==> src/rtl/alu_selftest_sequencer.sv <==
// Self-test sweep for the register-file/ALU datapath: walks every opcode and
// register pair, samples aluResult after a settle window and tallies pass/fail.
module alu_selftest_sequencer #(
    parameter int REG_WIDTH     = 16,
    parameter int REG_ADDR_BITS = 3,
    parameter int SETTLE_CYCLES = 2
) (
    input  logic                     clk,
    input  logic                     reset,
    input  logic                     start,
    input  logic                     abort,
    input  logic [REG_WIDTH-1:0]     aluResult,
    output logic [3:0]               aluOpCode,
    output logic [REG_ADDR_BITS-1:0] regAddressA,
    output logic [REG_ADDR_BITS-1:0] regAddressB,
    output logic                     busy,
    output logic                     done,
    output logic [15:0]              passCount,
    output logic [15:0]              errorCount,
    output logic                     failSeen,
    output logic [3:0]               firstFailOp,
    output logic [REG_ADDR_BITS-1:0] firstFailA,
    output logic [REG_ADDR_BITS-1:0] firstFailB,
    output logic [REG_WIDTH-1:0]     firstFailResult
);
    localparam int NUM_OPS = 6;
    localparam int SW = (SETTLE_CYCLES > 1) ? $clog2(SETTLE_CYCLES) : 1;
    localparam logic [SW-1:0] SETTLE_LOAD = SW'(SETTLE_CYCLES - 1);

    typedef enum logic [1:0] {IDLE, RUN, DONE} state_t;

    state_t                   state, state_nxt;
    logic [2:0]               op_idx, op_idx_nxt;
    logic [SW-1:0]            settle;
    logic [REG_ADDR_BITS-1:0] a_nxt, b_nxt;
    logic [REG_WIDTH-1:0]     opnd_a, opnd_b, expected;
    logic                     sample, last_vec, match;

    function automatic logic [3:0] op_code(input logic [2:0] idx);
        case (idx)
            3'd0:    op_code = 4'b0101;
            3'd1:    op_code = 4'b0110;
            3'd2:    op_code = 4'b1001;
            3'd3:    op_code = 4'b0001;
            3'd4:    op_code = 4'b0010;
            default: op_code = 4'b0011;
        endcase
    endfunction

    // Register file is preloaded with r[i] = i, so operands are just the addresses.
    assign opnd_a = REG_WIDTH'(regAddressA);
    assign opnd_b = REG_WIDTH'(regAddressB);

    always_comb begin
        case (aluOpCode)
            4'b0101, 4'b0110: expected = opnd_a + opnd_b;
            4'b1001:          expected = opnd_a - opnd_b;
            4'b0001:          expected = opnd_a & opnd_b;
            4'b0010:          expected = opnd_a | opnd_b;
            default:          expected = opnd_a ^ opnd_b;
        endcase
    end

    assign match    = (aluResult == expected);
    assign last_vec = (op_idx == 3'(NUM_OPS - 1)) && (&regAddressA) && (&regAddressB);
    assign sample   = (state == RUN) && (settle == '0) && !abort;

    // B is the innermost loop, then A, then opcode.
    always_comb begin
        b_nxt      = regAddressB + 1'b1;
        a_nxt      = regAddressA;
        op_idx_nxt = op_idx;
        if (&regAddressB) begin
            a_nxt = regAddressA + 1'b1;
            if (&regAddressA)
                op_idx_nxt = op_idx + 3'd1;
        end
    end

    always_ff @(posedge clk or posedge reset) begin
        if (reset)
            state <= IDLE;
        else
            state <= state_nxt;
    end

    always_comb begin
        state_nxt = state;
        case (state)
            IDLE, DONE: if (start) state_nxt = RUN;
            RUN: begin
                if (abort)
                    state_nxt = IDLE;
                else if (sample && last_vec)
                    state_nxt = DONE;
            end
            default: state_nxt = IDLE;
        endcase
    end

    assign busy = (state == RUN);
    assign done = (state == DONE);

    always_ff @(posedge clk or posedge reset) begin
        if (reset) begin
            op_idx          <= '0;
            settle          <= '0;
            aluOpCode       <= '0;
            regAddressA     <= '0;
            regAddressB     <= '0;
            passCount       <= '0;
            errorCount      <= '0;
            failSeen        <= 1'b0;
            firstFailOp     <= '0;
            firstFailA      <= '0;
            firstFailB      <= '0;
            firstFailResult <= '0;
        end else if (state != RUN && start) begin
            op_idx          <= '0;
            settle          <= SETTLE_LOAD;
            aluOpCode       <= op_code(3'd0);
            regAddressA     <= '0;
            regAddressB     <= '0;
            passCount       <= '0;
            errorCount      <= '0;
            failSeen        <= 1'b0;
            firstFailOp     <= '0;
            firstFailA      <= '0;
            firstFailB      <= '0;
            firstFailResult <= '0;
        end else if (state == RUN && abort) begin
            // Results are kept for inspection; only the drive to the cpu is parked.
            op_idx      <= '0;
            settle      <= '0;
            aluOpCode   <= '0;
            regAddressA <= '0;
            regAddressB <= '0;
        end else if (state == RUN) begin
            if (settle != '0) begin
                settle <= settle - 1'b1;
            end else begin
                if (match) begin
                    if (passCount != 16'hFFFF)
                        passCount <= passCount + 16'd1;
                end else begin
                    if (errorCount != 16'hFFFF)
                        errorCount <= errorCount + 16'd1;
                    if (!failSeen) begin
                        failSeen        <= 1'b1;
                        firstFailOp     <= aluOpCode;
                        firstFailA      <= regAddressA;
                        firstFailB      <= regAddressB;
                        firstFailResult <= aluResult;
                    end
                end
                if (!last_vec) begin
                    op_idx      <= op_idx_nxt;
                    aluOpCode   <= op_code(op_idx_nxt);
                    regAddressA <= a_nxt;
                    regAddressB <= b_nxt;
                    settle      <= SETTLE_LOAD;
                end
            end
        end
    end
endmodule

==> config.mk <==
export PLATFORM = sky130hd
export DESIGN_NAME = alu_selftest_sequencer
export DESIGN_NICKNAME = d
export VERILOG_FILES = /design/src/rtl/alu_selftest_sequencer.sv
export SDC_FILE = /design/constraint.sdc
export NUM_CORES = 1
export LEC_CHECK = 0
export CORE_ASPECT_RATIO = 0.75
export CORE_MARGIN = 3
export CORE_UTILIZATION = 46
export CTS_CLUSTER_SIZE = 40
export DETAILED_ROUTE_END_ITERATION = 7
export PLACE_DENSITY = 0.73
export SYNTH_ARGS = -nofsm -noshare
export SYNTH_HDL_FRONTEND = slang
export SYNTH_SLANG_ARGS = --single-unit
==> constraint.sdc <==
create_clock -name clk -period 2.65 [get_ports clk]
set_clock_uncertainty 0.05 [all_clocks]
set_input_delay 0.53 -clock clk [delete_from_list [all_inputs] [get_ports clk]]
set_output_delay 0.53 -clock clk [all_outputs]
set_load 0.05 [all_outputs]
# [Word level (Yosys, flattened, before mapping)]
# Cells that the tools add are included.
[totals] wordCells=151 ff_bits=75 ramBits=0 mem_count=0 out_inout_bits=71 latch_bits=0 mem_bits_ro=0
[classes] reduce_logical=27 n_mux=75 shift=0 div_mod_pow=0 magnitude_cmp=0 multipliers=0 n_addsub=8 eq_ne=24 n_bitwise=4
[ops] operator="$mux W16" count=18
[ops] operator="$mux W3" count=30
[ops] operator="$pmux W16 S4" count=1
[ops] operator="$mux W4" count=11
[ops] operator="$add A16 B1 Y16 const B" count=2
[ops] operator="$ne A16 B16 Y1 const B" count=2
[ops] operator="$pmux W4 S5" count=1
[ops] operator="$eq A16 B16 Y1" count=1
[ops] operator="$reduce_and A5 Y1" count=3
[ops] operator="$mux W1" count=10
[ops] operator="$add A3 B1 Y3 const B" count=3
[ops] operator="$reduce_and A3 Y1" count=3
[ops] operator="$eq A4 B3 Y1 const B" count=2
[ops] operator="$ne A2 B1 Y1 const B" count=4
[ops] operator="$reduce_and A4 Y1" count=2
[ops] operator="$reduce_bool A2 Y1" count=4
[ops] operator="$logic_and A1 B1 Y1" count=7
[ops] operator="$eq A3 B2 Y1 const B" count=2
[ops] operator="$eq A3 B3 Y1 const B" count=2
[ops] operator="$mux W2" count=3
[ops] operator="$ne A3 B1 Y1 const B" count=2
[ops] operator="$reduce_bool A3 Y1" count=2
[ops] operator="$add A3 B3 Y4" count=1
[ops] operator="$eq A4 B1 Y1 const B" count=1
[ops] operator="19 further kinds" count=21

# [Depth between registers and ports, before layout]
[logic_depth] depth_word=10 ltp_mapped=13 ltp_nobuf=11

# [Worst setup path before layout]
# OpenSTA, ideal clock, no wires.
[synth_path] path_type="reg2reg" startpoint="register regAddressA[0]" endpoint="register errorCount[2]" arrival_time_ns=3.105 t_required_ns=2.452 slack_ns=-0.653 path_buffers=2 path_stages_with_launch=14 path_cell_list="dfrtp_1 inv_1 ha_1 fa_1 and2_1 o32ai_2 o31ai_2 xnor2_2 or2_1 nor2_1 buf_2 buf_4 o311ai_0 o41ai_1"
[synth_between] elab_chain_cells=5 elab_cells_between_ends=9
[synth_rtl] element="start: declaration" line="14" source="output logic [REG_ADDR_BITS-1:0] regAddressA,"
[synth_rtl] element="start signal: assignment" line="159" source="regAddressA <= a_nxt;"
[synth_rtl] element="$sub A3 B3 Y4, or another cell as far along" line="57" source="4'b1001: expected = opnd_a - opnd_b;"
[synth_rtl] element="$pmux W16 S4 *" line="55" source="case (aluOpCode)"
[synth_rtl] element="$eq A16 B16 Y1 *" line="64" source="assign match = (aluResult == expected);"
[synth_rtl] element="$ne A2 B1 Y1 (no source line) *"
[synth_rtl] element="$reduce_and A5 Y1 (no source line) *"
[synth_rtl] element="end signal: assignment" line="147" source="errorCount <= errorCount + 16'd1;"
[synth_rtl] element="end: declaration" line="19" source="output logic [15:0] errorCount,"
# Mark *: on every way between the ends. The rest lies on a longest branch, timed or not.
# A chain may end at the register's enable or synchronous reset.

# [Worst setup path after layout]
[layout_path] startpoint="register regAddressB[0]" endpoint="register firstFailResult[6]"
[layout_between] elab_chain_cells=5 elab_cells_between_ends=9
[layout_rtl] element="start: declaration" line="15" source="output logic [REG_ADDR_BITS-1:0] regAddressB,"
[layout_rtl] element="start signal: assignment" line="160" source="regAddressB <= b_nxt;"
[layout_rtl] element="$sub A3 B3 Y4, or another cell as far along" line="57"
[layout_rtl] element="$pmux W16 S4 *" line="55"
[layout_rtl] element="$eq A16 B16 Y1 *" line="64"
[layout_rtl] element="$ne A2 B1 Y1 (no source line) *"
[layout_rtl] element="$reduce_and A5 Y1 (no source line) *"
[layout_rtl] element="end signal: assignment" line="153" source="firstFailResult <= aluResult;"
[layout_rtl] element="end: declaration" line="24" source="output logic [REG_WIDTH-1:0] firstFailResult"
# Marks and branches as above.

==> flow_metrics.tcl <==
set metrics [dict create \
    status "complete, but fails checks" \
    failed_checks "negative setup slack" \
    syn_nets 510 \
    fmax_mhz 343 \
    synth_ff_type "dfrtp_1" \
    cp_data_arrival_time_ns 3.08 \
    cpMostUsedCell "buf_6" \
    place_area_um2 5600 \
    synth-adder-area-share_pct 6.01 \
    final_layout_size_suffix_gt1_share_pct 25.9 \
    place_inst 693 \
    clock_latency_ns 0.34 \
    setup_viol 58 \
    htree_levels 3 \
    whs_ns 0.449 \
    grt.overflow.total 0 \
    instances_no_fill 729 \
    rsz0062_at_grt "true" \
    cts_made_buffers 9 \
    p_leak_nw 2.63 \
    initial_utilization_pct 48.5 \
    first_pass_iters 6 \
    synth-simple-area-share_pct 23.5 \
    drt-total-wl_mm 12.9 \
    p_per_area_nw_per_um2 686 \
    async_reset_ff_share_pct 100 \
    synth_xor_area_share_pct 3.09 \
    syn2layout_area_growth_pct 53.0 \
    grt_max_degree 76 \
    gp_congestion 0.854 \
    cts_tree "built" \
    grt_pass1_wl_mm 20.0 \
    drc 0 \
    diodes 0 \
    die_y_um 88.8 \
    yosys_register_bits 75 \
    critPathCaptureType "register" \
    relSlewSlack_pct 49.4 \
    synth_mux_area_share_pct 0.476 \
    vdd_drop_max_mv 0.467 \
    slew_violations 0 \
    ys_types 55 \
    nFillCells 610 \
    final.setup.worst_slack_ns -0.266 \
    ys_warn_count 0 \
    wire_per_inst_um 17.7 \
    grt_usage_pct 24.7 \
    synth_cells 471 \
    avgSynthCellArea_um2 8.93 \
    postRouteAntennaNets 0 \
    timing.final.crit_period_ns 2.92 \
    cts_max_path_buffers 2 \
    rows 29 \
    cp-start-kind "register" \
    tightest_slew_ns 0.751 \
    synth_edf_count 0 \
    crit_chain "buf_6 > ha_4 > inv_2 > fa_2 > nor3b_2 > a21oi_1 > o211ai_1 > a31oi_1 > o21ba_2 > buf_6 > a211oi_4 > buf_4 > clkbuf_16 > o21ai_1" \
    design.core.area_um2 8670 \
    path_clk_slew_ns 0.06 \
    drt_iter0_markers 330 \
    dp_hpwl_mm 8.21 \
    cts_root_buffer "clkbuf_16" \
    yosysSeqAreaShare_pct 44.6 \
    die_width_um 116 \
    crit_path_max_fanout 13 \
    final_util_pct 74.2 \
    die_area_um2 10300 \
    synth_compound_gate_area_share_pct 17.9 \
    vias_per_cell 5.91 \
    fin_crit_sh_pct 110 \
    cap_violations 0 \
    cp_slowest_cell "dfrtp_2" \
    ios 91 \
    seqCellArea_um2 1890 \
    final_cell_mix "clkdlybuf4s50_1 (90), nand2_1 (70), dfrtp_1 (68), buf_4 (49), o21ai_0 (24)" \
    design_area_um2 6430 \
    crit_family "compound AO/OA/AOI/OAI gates" \
    via_count 4312 \
    required_ns 2.81 \
    multi_input_area_um2 2470 \
    fin_nets 655 \
    synth_top_family_by_area "simple AND/OR/NAND/NOR gates" \
    cts_sinks 75 \
    hold_viol_final 0 \
    antenna_found_initial 0 \
    hold_class "register to register" \
    grt_pass1_vias 4009 \
    crit_path_max_incr_delay_ns 0.40 \
    crit_buf_inv 5 \
    final_common_cell "clkdlybuf4s50_1" \
    synth_area_um2 4210 \
    worstSetupPathType "register to register" \
    numPortBuffers 90 \
]
-- cell type report --
| cell class | instances | share of cell area, % |
|---|---|---|
| inverter | 20 | 1.17 |
| timing repair buffer | 158 | 24.7 |
| multi-input combinational | 352 | 38.3 |
| clock buffer | 12 | 3.99 |
| clock inverter | 4 | 0.389 |
| tap | 108 | 2.10 |
| sequential | 75 | 29.3 |
-- path summary, 6_finish.rpt --
kind | slack (ns) | cells past startpoint | to | from
worst min-delay path | 0.45 | 1 | state[0]$_DFFE_PP0P_ | state[0]$_DFFE_PP0P_
max in group asynchronous | 1.64 | 3 | aluOpCode[1]$_DFFE_PP0P_ | reset
worst max-delay path | -0.27 | 14 | firstFailResult[6]$_DFFE_PP0P_ | regAddressB[0]$_DFFE_PP0P_
worst min register to register | 0.45 | 1 | state[0]$_DFFE_PP0P_ | state[0]$_DFFE_PP0P_
min in group asynchronous | 0.56 | 3 | passCount[10]$_DFFE_PP0P_ | reset
worst max register to register | -0.27 | 14 | firstFailResult[6]$_DFFE_PP0P_ | regAddressB[0]$_DFFE_PP0P_
-- report_power, final --
part           total (mW)  internal, mW  switching [mW]
combinational        1.92         0.804            1.11
clock                1.15         0.681           0.465
sequential           1.35          1.27          0.0866
-- what timing repair did --
item | in CTS | in global routing
resized for setup | 61 | 42
endpoints found under the setup margin | 59 | 62
cloned | 3 | 2
hold buffers | 0 | 0
pin swaps | 17 | 26
setup buffers | 10 | 7
-- cell usage after synthesis, drive strengths merged, types with 8 or more instances --
cell | count | area, um^2
dfrtp | 75 | 1880
nand4 | 11 | 68.8
nor2 | 25 | 93.8
a21oi | 21 | 105
inv | 20 | 75.1
nand3 | 22 | 110
or3 | 8 | 50.1
nand2 | 82 | 310
xnor2 | 9 | 86.3
and3 | 9 | 56.3
buf | 11 | 60.1
clkbuf | 13 | 51.3
ha | 17 | 213
o31ai | 9 | 72.6
or4 | 8 | 60.1
o21ai | 51 | 255
-- per-stage QoR --
step	total power [mW]	setup TNS (ns)	worst slack [ns]
after detailed placement	2.99	-12.75	-0.310
final	4.42	-11.21	-0.266
after CTS	4.32	-9.02	-0.219
after floorplan	2.31	-14.03	-0.332
after global placement	2.95	-9.57	-0.222
after global routing	4.64	-20.25	-0.438
-- metal layers --
| layer | global-route usage, % | up-vias | routed length, um |
|---|---|---|---|
| li1 | - | 1990 | - |
| met1 | 33.4 | 2112 | 5590 |
| met2 | 39.7 | 192 | 6110 |
| met3 | 6.84 | 18 | 1050 |
| met4 | 5.80 | 0 | 177 |
| met5 | 0 | - | 0 |
-- flip-flops by register name, indices dropped and copies added, names as in the netlist --
register         flops
state                2
errorCount          16
settle               1
aluOpCode            4
regAddressA          3
op_idx               3
regAddressB          3
firstFailB           3
firstFailOp          4
failSeen             1
passCount           16
firstFailA           3
firstFailResult     16
-- cells by family after synthesis --
| group | count (synthesis) |
|---|---|
| xor+xnor | 14 |
| flops | 75 |
| mux | 2 |
| compound gates | 118 |
| fa+ha+maj | 19 |
| simple gates | 199 |
| buf+inv | 44 |
Note: power is estimated with default switching activity, not from simulation.
